## src/rtl/n_bit_sqrt.sv

```systemverilog
// rtl/n_bit_sqrt.sv - sequential restoring square root, one root bit per clock
module n_bit_sqrt #(
  parameter int N = 4
) (
  input  logic           clk,
  input  logic           rst,
  input  logic           in_valid,
  output logic           in_ready,
  input  logic [2*N-1:0] radicand,
  output logic           out_valid,
  input  logic           out_ready,
  output logic [N-1:0]   root,
  output logic [N:0]     remainder
);

  localparam int CW = (N > 1) ? $clog2(N) : 1;

  typedef enum logic [1:0] {
    IDLE = 2'd0,
    CALC = 2'd1,
    DONE = 2'd2
  } state_t;

  state_t state, state_nx;

  // Working registers: radicand shifter, partial root, partial remainder, pair counter.
  // The partial remainder is N+2 bits: before the final step it fits in N bits,
  // so shifting in one more bit pair never overflows.
  logic [2*N-1:0] shreg;
  logic [N-1:0]   proot;
  logic [N+1:0]   prem;
  logic [CW-1:0]  cnt;

  logic [N+1:0]   rem_sh;
  logic [N+1:0]   trial;
  logic [N+1:0]   rem_nx;
  logic [N-1:0]   root_nx;
  logic           ge;
  logic           last;

  // One restoring step: bring down the next bit pair and try subtracting 4*root+1
  always_comb begin
    rem_sh  = (prem << 2) | (N+2)'(shreg[2*N-1 -: 2]);
    trial   = {proot, 2'b01};
    ge      = (rem_sh >= trial);
    rem_nx  = ge ? (rem_sh - trial) : rem_sh;
    root_nx = proot << 1;
    root_nx[0] = ge;
    last    = (cnt == '0);
  end

  // State register
  always_ff @(posedge clk) begin
    if (rst) begin
      state <= IDLE;
    end else begin
      state <= state_nx;
    end
  end

  // Next-state decode
  always_comb begin
    state_nx = state;
    case (state)
      IDLE:    if (in_valid)         state_nx = CALC;
      CALC:    if (last)             state_nx = DONE;
      DONE:    if (out_ready)        state_nx = IDLE;
      default:                       state_nx = IDLE;
    endcase
  end

  // Handshake outputs decoded from registered state only
  always_comb begin
    in_ready  = (state == IDLE);
    out_valid = (state == DONE);
  end

  // Datapath: capture operand, iterate, and latch the result on the last pair
  always_ff @(posedge clk) begin
    if (rst) begin
      shreg     <= '0;
      proot     <= '0;
      prem      <= '0;
      cnt       <= '0;
      root      <= '0;
      remainder <= '0;
    end else begin
      case (state)
        IDLE: begin
          if (in_valid) begin
            shreg <= radicand;
            proot <= '0;
            prem  <= '0;
            cnt   <= CW'(N - 1);
          end
        end
        CALC: begin
          shreg <= shreg << 2;
          prem  <= rem_nx;
          proot <= root_nx;
          if (last) begin
            root      <= root_nx;
            remainder <= rem_nx[N:0];
          end else begin
            cnt <= cnt - CW'(1);
          end
        end
        default: begin
        end
      endcase
    end
  end

endmodule
```

## config.mk

```make
export PLATFORM = sky130hd
export DESIGN_NAME = n_bit_sqrt
export DESIGN_NICKNAME = d
export VERILOG_FILES = /design/src/rtl/n_bit_sqrt.sv
export SDC_FILE = /design/constraint.sdc
export NUM_CORES = 1
export LEC_CHECK = 0
export ABC_CLOCK_PERIOD_IN_PS = 1650
export CAP_MARGIN = 20
export CORE_ASPECT_RATIO = 0.6
export CORE_MARGIN = 10
export CORE_UTILIZATION = 45
export CTS_CLUSTER_DIAMETER = 30
export DETAILED_ROUTE_END_ITERATION = 10
export PLACE_DENSITY_LB_ADDON = 0.08
export SLEW_MARGIN = 20
export SYNTH_ARGS = -nofsm -noshare
export SYNTH_HDL_FRONTEND = slang
export SYNTH_SLANG_ARGS = --single-unit
```

## constraint.sdc

```tcl
create_clock -name clk -period 1.65 [get_ports clk]
set_input_delay 0.33 -clock clk [delete_from_list [all_inputs] [get_ports clk]]
set_output_delay 0.33 -clock clk [all_outputs]
set_load 0.05 [all_outputs]
```

==> impl_metrics.sql, run 1 <==
INSERT INTO impl_metrics (metric_group, metric, value, unit) VALUES
('critical_path', 'cp.buffers_inverters', '1', ''),
('critical_path', 'worst_setup_end_kind', 'register', ''),
('sta', 'tightestPinTransition', '0.476', 'ns'),
('place', 'placement.io_buffers', '22', ''),
('critical_path', 'critPathRequiredTime', '1.81', 'ns'),
('critical_path', 'critical-path-top-delay-family', 'compound AO/OA/AOI/OAI gates', ''),
('critical_path', 'worstSetupPathDepth', '7', ''),
('clock_tree', 'clock_tree_from_tritoncts', 'done', ''),
('synth', 'synth-edff-count', '0', ''),
('synth', 'ys_async_sr_fraction', '0', '%'),
('synth', 'postSynthNetCount', '192', ''),
('clock_tree', 'h-tree-depth', '2', ''),
('finish', 'post-route-util', '69.5', '%'),
('flow_run', 'max_cap_viol_count', '0', ''),
('global_route', 'antenna_found_initial', '0', ''),
('finish', 'layout.nets', '240', ''),
('sta', 'final-max-slew-violation-count', '0', ''),
('global_route', 'pin_count_of_the_biggest_net_entering_global_routing', '19', ''),
('sta', 'rsz_0062_raised_after_global_routing', 'yes', ''),
('sta', 'max_slew_margin', '68.2', '%'),
('die', 'floorplan.die_area', '0.00593', 'mm2'),
('sta', 'layout_worst_path_cycle_share', '103', '%'),
('synth', 'distinct_cells_synth', '38', ''),
('place', 'dpl.cell_count', '254', ''),
('synth', 'yosys_warnings', '0', ''),
('detailed_routing', 'num_vias', '1403', ''),
('min_path', 'min_path_type', 'register to register', ''),
('power_and_ir_drop', 'power.total', '2.42', 'mW'),
('status', 'violated_checks', 'setup timing', ''),
('place', 'dp.final_hpwl', '3.06', 'mm'),
('global_route', 'gr-usage-all-layers', '14.0', '%'),
('die', 'rows', '15', ''),
('synth', 'post_synth.cell_area_avg', '8.32', 'um2'),
('clock_tree', 'clock_tree.buffer_depth', '2', ''),
('critical_path', 'worst_path_largest_cell_delay', '0.33', 'ns'),
('status', 'status', 'finished, violations left', ''),
('sta', 'hold_viol_final', '0', ''),
('power_and_ir_drop', 'power.leakage', '0.850', 'nW'),
('place', 'gp_congestion', '0.915', ''),
('clock_tree', 'clk_transition_reported_paths', '0.06', 'ns'),
('detailed_routing', 'routed_wire_length_per_instance', '15.4', 'um'),
('synth', 'yosys_most_used_dff', 'sky130_fd_sc_hd__dfxtp_1', ''),
('die', 'coreArea', '0.00297', 'mm2'),
('synth', 'yosysSeqAreaShare', '40.3', '%'),
('clock_tree', 'clock-root-buffer', 'sky130_fd_sc_hd__clkbuf_8', ''),
('clock_tree', 'clock_sinks', '29', ''),
('critical_path', 'rr_worst_depth', '7', ''),
('synth', 'synthesis.area', '0.00144', 'mm2'),
('finish', 'finalNonFillerCells', '264', ''),
('synth', 'cell_type_with_the_largest_total_area_after_synthesis', 'sky130_fd_sc_hd__dfxtp_1', ''),
('critical_path', 'cp_data_arrival_time', '1.86', 'ns'),
('sta', 'setup_violations', '6', ''),
('critical_path', 'cp-endpoint', 'prem[2]', ''),
('global_route', 'grt_remaining_overflow', '0', ''),
('critical_path', 'timing.rr.start', 'shreg[7]', ''),
('sta', 'fin_tns_setup', '-0.181', 'ns'),
('power_and_ir_drop', 'powerDensity', '1180', 'mW/mm2'),
('critical_path', 'timing.rr.end', 'prem[2]', ''),
('synth', 'synth_top_cell_area_share', '40.3', '%'),
('sta', 'final.setup.worst_slack', '-0.0502', 'ns'),
('die', 'num_io_pins', '23', ''),
('power_and_ir_drop', 'power.ir.vdd_worst', '0.699', 'mV'),
('critical_path', 'startpoint_type_of_the_worst_setup_path', 'register', ''),
('detailed_routing', 'vias_per_cell', '5.31', ''),
('synth', 'synthCells', '173', ''),
('die', 'initial_utilization', '48.5', '%'),
('critical_path', 'reg2reg_setup_slack', '-0.05', 'ns'),
('detailed_routing', 'detail_route.wirelength', '4.07', 'mm'),
('detailed_routing', 'drt_first_pass_iters', '4', ''),
('finish', 'num_antenna_cells', '0', ''),
('global_route', 'grt_pass1_wl', '6.75', 'mm');
## registers in the layout (all words and copies together), names as in the netlist
name and cells:
shreg 8, remainder 5, cnt 2, prem 4
proot 4, root 4, state 2
## synthesized netlist by cell type (all sizes together), types with 2 or more instances
cell	n
a211oi	2
a21oi	19
a221oi	3
a22oi	4
buf	6
clkbuf	3
dfxtp	29
ha	7
inv	13
mux2i	3
nand2	16
nand2b	2
nor2	25
nor2b	7
nor3	2
o21a	2
o21ai	10
o221a	5
xnor2	3
## worst register-to-register path: stages, from the launching register on
cell and delay, ns:
sky130_fd_sc_hd__dfxtp_2 0.33, sky130_fd_sc_hd__inv_2 0.08, sky130_fd_sc_hd__ha_1 0.15, sky130_fd_sc_hd__and2b_1 0.19
sky130_fd_sc_hd__o21ai_2 0.19, sky130_fd_sc_hd__a31o_4 0.27, sky130_fd_sc_hd__mux2i_4 0.29, sky130_fd_sc_hd__o21ai_1 0.10
## metal layers
layer	share of wire (%)	GRT usage (%)	vias up
met1	49	19.3	653
met3	5.8	4.43	11
met5	0	0	-
met2	44	19.6	43
met4	1.7	5.75	0
li1	-	-	696
## through the flow
step,cell area (um2),hold slack (ns)
after floorplan,1470,0.433
after global placement,1890,0.446
after detailed placement,1890,0.454
after CTS,2010,0.466
after global routing,2060,0.491
final,2060,0.466
## how the worst min path moves through the flow
stage	startpoint	endpoint	slack [ns]	cells after the start
2_1_floorplan	prem[3]	prem[3]	0.43	2
3_3_place_gp	root[2]	root[2]	0.45	2
3_5_place_dp	root[2]	root[2]	0.45	2
4_1_cts	root[2]	root[2]	0.47	2
5_1_grt	prem[2]	prem[2]	0.49	2
6_report	root[2]	root[2]	0.47	2
## timing repair
action	in CTS	in global routing
pin swaps	6	5
hold buffers	0	0
gates resized for setup	13	8
setup endpoints to repair	12	11
setup buffers	0	2
## final cells by class
type / count / area [um2]
Clock inverter: 2 / 10.0
Multi-Input combinational cell: 122 / 855
Tap cell: 42 / 52.6
Clock buffer: 6 / 72.6
Fill cell: 248 / 903
Timing Repair Buffer: 50 / 432
Sequential cell: 29 / 592
Inverter: 13 / 48.8
## cells by family (layout without fill, tap and decap cells)
logic type / after synthesis / in the layout / synth area share [%]
AND/OR/NAND/NOR: 57 / 57 / 18.0
multiplexers: 3 / 3 / 2.09
flip-flops: 29 / 29 / 40.3
AO/OA/AOI/OAI: 51 / 51 / 24.3
adder cells (fa/ha/maj): 7 / 7 / 6.09
buffers and inverters: 22 / 71 / 6.69
XOR/XNOR: 4 / 4 / 2.44
## layout by cell type, fill, tap and decap left out, types with 2 or more instances in the layout
cell / netlist / routed
sky130_fd_sc_hd__buf_4: 0 / 36
sky130_fd_sc_hd__nor2_1: 24 / 24
sky130_fd_sc_hd__dfxtp_1: 29 / 22
sky130_fd_sc_hd__a21oi_1: 18 / 17
sky130_fd_sc_hd__nand2_1: 16 / 16
sky130_fd_sc_hd__clkdlybuf4s50_1: 0 / 11
sky130_fd_sc_hd__inv_1: 12 / 9
sky130_fd_sc_hd__nor2b_1: 7 / 7
sky130_fd_sc_hd__dfxtp_2: 0 / 6
sky130_fd_sc_hd__o21ai_1: 5 / 5
sky130_fd_sc_hd__o221a_2: 5 / 5
sky130_fd_sc_hd__clkbuf_8: 0 / 5
sky130_fd_sc_hd__inv_2: 1 / 4
sky130_fd_sc_hd__o21ai_0: 4 / 4
sky130_fd_sc_hd__a22oi_1: 4 / 4
sky130_fd_sc_hd__ha_1: 7 / 4
sky130_fd_sc_hd__a221oi_1: 3 / 3
sky130_fd_sc_hd__xnor2_1: 3 / 3
sky130_fd_sc_hd__ha_4: 0 / 3
sky130_fd_sc_hd__nor3_1: 2 / 2
sky130_fd_sc_hd__nand2b_1: 2 / 2
sky130_fd_sc_hd__a21oi_2: 1 / 2
sky130_fd_sc_hd__o21a_1: 2 / 2
sky130_fd_sc_hd__mux2i_4: 0 / 2
sky130_fd_sc_hd__clkinv_2: 0 / 2
sky130_fd_sc_hd__buf_12: 0 / 2
## power breakdown
part	total [mW]	internal [mW]	switching, mW
clock network	0.558	0.291	0.267
logic	1.05	0.519	0.531
registers	0.816	0.768	0.0478
(Power assumes the default switching activity.)
==> inputs of run 2 (changes only) <==
Settings changed: SKIP_LAST_GASP set to 1.
==> impl_metrics.sql, run 2 (same netlist as run 1, synthesis figures left out) <==
INSERT INTO impl_metrics (metric_group, metric, value, unit) VALUES
('finish', 'largest_register_ff_count', '8', ''),
('die', 'rows', '15', ''),
('die', 'num_io_pins', '23', ''),
('sta', 'rsz_0062_raised_after_global_routing', 'yes', ''),
('detailed_routing', 'routed_wire_length_per_instance', '16.1', 'um'),
('critical_path', 'worst_path_largest_cell_delay', '0.39', 'ns'),
('finish', 'num_antenna_cells', '0', ''),
('critical_path', 'cp_slowest_cell', 'sky130_fd_sc_hd__dfxtp_4', ''),
('power_and_ir_drop', 'power.leakage', '0.851', 'nW'),
('power_and_ir_drop', 'power.ir.vdd_worst', '0.667', 'mV'),
('detailed_routing', 'vias_per_cell', '5.42', ''),
('global_route', 'vias_in_the_first_global_route', '1359', ''),
('sta', 'finalClockSkew', '0.00565', 'ns'),
('clock_tree', 'cts-buffers-inserted', '5', ''),
('power_and_ir_drop', 'powerDensity', '1180', 'mW/mm2'),
('finish', 'reg_top3', 'shreg x8, remainder x5', ''),
('detailed_routing', 'num_vias', '1432', ''),
('critical_path', 'critical_path_class', 'register to register', ''),
('min_path', 'min_path_type', 'register to register', ''),
('status', 'violated_checks', 'setup timing', ''),
('sta', 'hold_viol_final', '0', ''),
('die', 'fp.dieW', '93', 'um'),
('place', 'dp.final_hpwl', '3.06', 'mm'),
('sta', 'max_slew_margin', '68.9', '%'),
('detailed_routing', 'detail_route.wirelength', '4.24', 'mm'),
('detailed_routing', 'detailedRoute.firstIterationViolations', '106', ''),
('flow_run', 'max_cap_viol_count', '0', ''),
('clock_tree', 'clock_tree.buffer_depth', '2', ''),
('sta', 'tightestPinTransition', '0.466', 'ns'),
('finish', 'layout.nets', '240', ''),
('global_route', 'antenna_found_initial', '0', ''),
('clock_tree', 'clock_tree_from_tritoncts', 'done', ''),
('clock_tree', 'clock_insertion_delay_worst_skew', '0.28', 'ns'),
('global_route', 'grt_remaining_overflow', '0', ''),
('die', 'floorplan.die_area', '0.00593', 'mm2'),
('status', 'status', 'finished, violations left', ''),
('critical_path', 'timing.critical_path.fanout_max', '6', ''),
('detailed_routing', 'drcViolationCount', '0', ''),
('finish', 'finalNonFillerCells', '264', ''),
('critical_path', 'cp_cell_sequence', 'inv_4, ha_4, and2b_1, o21ai_2, a31o_4, mux2i_4, o21ai_1', ''),
('global_route', 'gr-usage-all-layers', '14.1', '%'),
('place', 'dpl.cell_count', '254', ''),
('sta', 'timing_limited_maximum_frequency', '587', 'MHz'),
('critical_path', 'startpoint_type_of_the_worst_setup_path', 'register', ''),
('critical_path', 'worst_setup_end_kind', 'register', ''),
('clock_tree', 'hold_buffers', '0', ''),
('detailed_routing', 'drt_first_pass_iters', '4', ''),
('critical_path', 'critical-path-top-delay-family', 'compound AO/OA/AOI/OAI gates', ''),
('sta', 'final.setup.worst_slack', '-0.0544', 'ns'),
('die', 'coreArea', '0.00297', 'mm2'),
('die', 'initial_utilization', '48.5', '%'),
('finish', 'area_growth', '44.7', '%'),
('sta', 'final-max-slew-violation-count', '0', ''),
('finish', 'max_flop_register', 'shreg', ''),
('clock_tree', 'h-tree-depth', '2', ''),
('finish', 'layout_common_cells', 'sky130_fd_sc_hd__buf_4, sky130_fd_sc_hd__nor2_1, sky130_fd_sc_hd__dfxtp_1', ''),
('clock_tree', 'clk_transition_reported_paths', '0.07', 'ns'),
('critical_path', 'critPathRequiredTime', '1.82', 'ns'),
('die', 'die_y', '63.8', 'um'),
('critical_path', 'cp_data_arrival_time', '1.87', 'ns'),
('clock_tree', 'clock_sinks', '29', ''),
('global_route', 'pin_count_of_the_biggest_net_entering_global_routing', '19', ''),
('sta', 'setup_violations', '8', ''),
('sta', 'min_period', '1.70', 'ns'),
('finish', 'layout_commonest_cell', 'sky130_fd_sc_hd__buf_4', ''),
('detailed_routing', 'drtAntennaViolNets', '0', ''),
('sta', 'fin_tns_setup', '-0.281', 'ns'),
('sta', 'layout_worst_path_cycle_share', '103', '%'),
('critical_path', 'cp.buffers_inverters', '1', ''),
('finish', 'drive_gt1_share', '33.8', '%'),
('clock_tree', 'clock-root-buffer', 'sky130_fd_sc_hd__clkbuf_8', ''),
('place', 'placement.io_buffers', '22', ''),
('place', 'gp_congestion', '0.915', ''),
('global_route', 'grt_pass1_wl', '6.76', 'mm');
==> run 2: changes by cell type in the layout (fill, tap and decap cells not counted) <==
| cell | change |
|---|---|
| sky130_fd_sc_hd__a21oi_2 | +1 |
| sky130_fd_sc_hd__ha_4 | +1 |
| sky130_fd_sc_hd__ha_1 | -1 |
| sky130_fd_sc_hd__inv_2 | -2 |
| sky130_fd_sc_hd__dfxtp_2 | -1 |
| sky130_fd_sc_hd__inv_4 | +2 |
| sky130_fd_sc_hd__dfxtp_1 | +1 |
| sky130_fd_sc_hd__a21oi_1 | -1 |
==> run 2: worst paths after layout <==
check	startpoint	endpoint	slack, ns	cells past startpoint
worst max-delay path	shreg[6]	prem[2]	-0.05	7
worst min-delay path	root[3]	root[3]	0.46	2
worst max register to register	shreg[6]	prem[2]	-0.05	7
worst min register to register	root[3]	root[3]	0.46	2
==> run 2: through the flow <==
step / total power, mW / cell area (um2) / hold slack, ns / worst slack, ns / util [%]
after floorplan: 1.40 / 1470 / 0.433 / 0.00823 / -
after global placement: 1.67 / 1890 / 0.446 / -0.119 / 63.7
after detailed placement: 1.71 / 1890 / 0.454 / -0.209 / 63.7
after CTS: 2.33 / 2000 / 0.466 / -0.0442 / 67.5
after global routing: 2.58 / 2080 / 0.491 / -0.104 / 70.2
final: 2.46 / 2080 / 0.465 / -0.0544 / 70.2
==> run 2: power by group <==
group | total [mW] | internal [mW] | switching (mW)
logic | 1.07 | 0.524 | 0.546
registers | 0.820 | 0.768 | 0.0528
clock network | 0.566 | 0.291 | 0.275
total | 2.46 | 1.58 | 0.874
==> run 2: metal layers <==
| metal | routed length [um] | GRT usage [%] | vias to the layer above | share of wire, % |
|---|---|---|---|---|
| li1 | - | - | 699 | - |
| met1 | 1960 | 19.5 | 674 | 46 |
| met2 | 1910 | 19.9 | 48 | 45 |
| met3 | 284 | 4.20 | 11 | 6.7 |
| met4 | 88 | 5.17 | 0 | 2.1 |
| met5 | 0 | 0 | - | 0 |
==> run 2: worst register-to-register path, stage by stage (launching register included) <==
cell and delay (ns):
sky130_fd_sc_hd__dfxtp_4 0.39, sky130_fd_sc_hd__inv_4 0.04, sky130_fd_sc_hd__ha_4 0.15, sky130_fd_sc_hd__and2b_1 0.16, sky130_fd_sc_hd__o21ai_2 0.19, sky130_fd_sc_hd__a31o_4 0.27
sky130_fd_sc_hd__mux2i_4 0.28, sky130_fd_sc_hd__o21ai_1 0.09
==> run 2: layout make-up <==
class / count / area, um2
fill: 238 / 883
inverter: 13 / 53.8
timing repair buffer: 50 / 432
tap: 42 / 52.6
clock inverter: 2 / 10.0
multi-input combinational: 122 / 871
sequential: 29 / 591
clock buffer: 6 / 72.6
==> run 2: repair_timing <==
item,in CTS,in global routing
buffers inserted,0,2
resized for setup,11,14
endpoints found under the setup margin,12,11
pin swaps,6,6
gates cloned,0,0
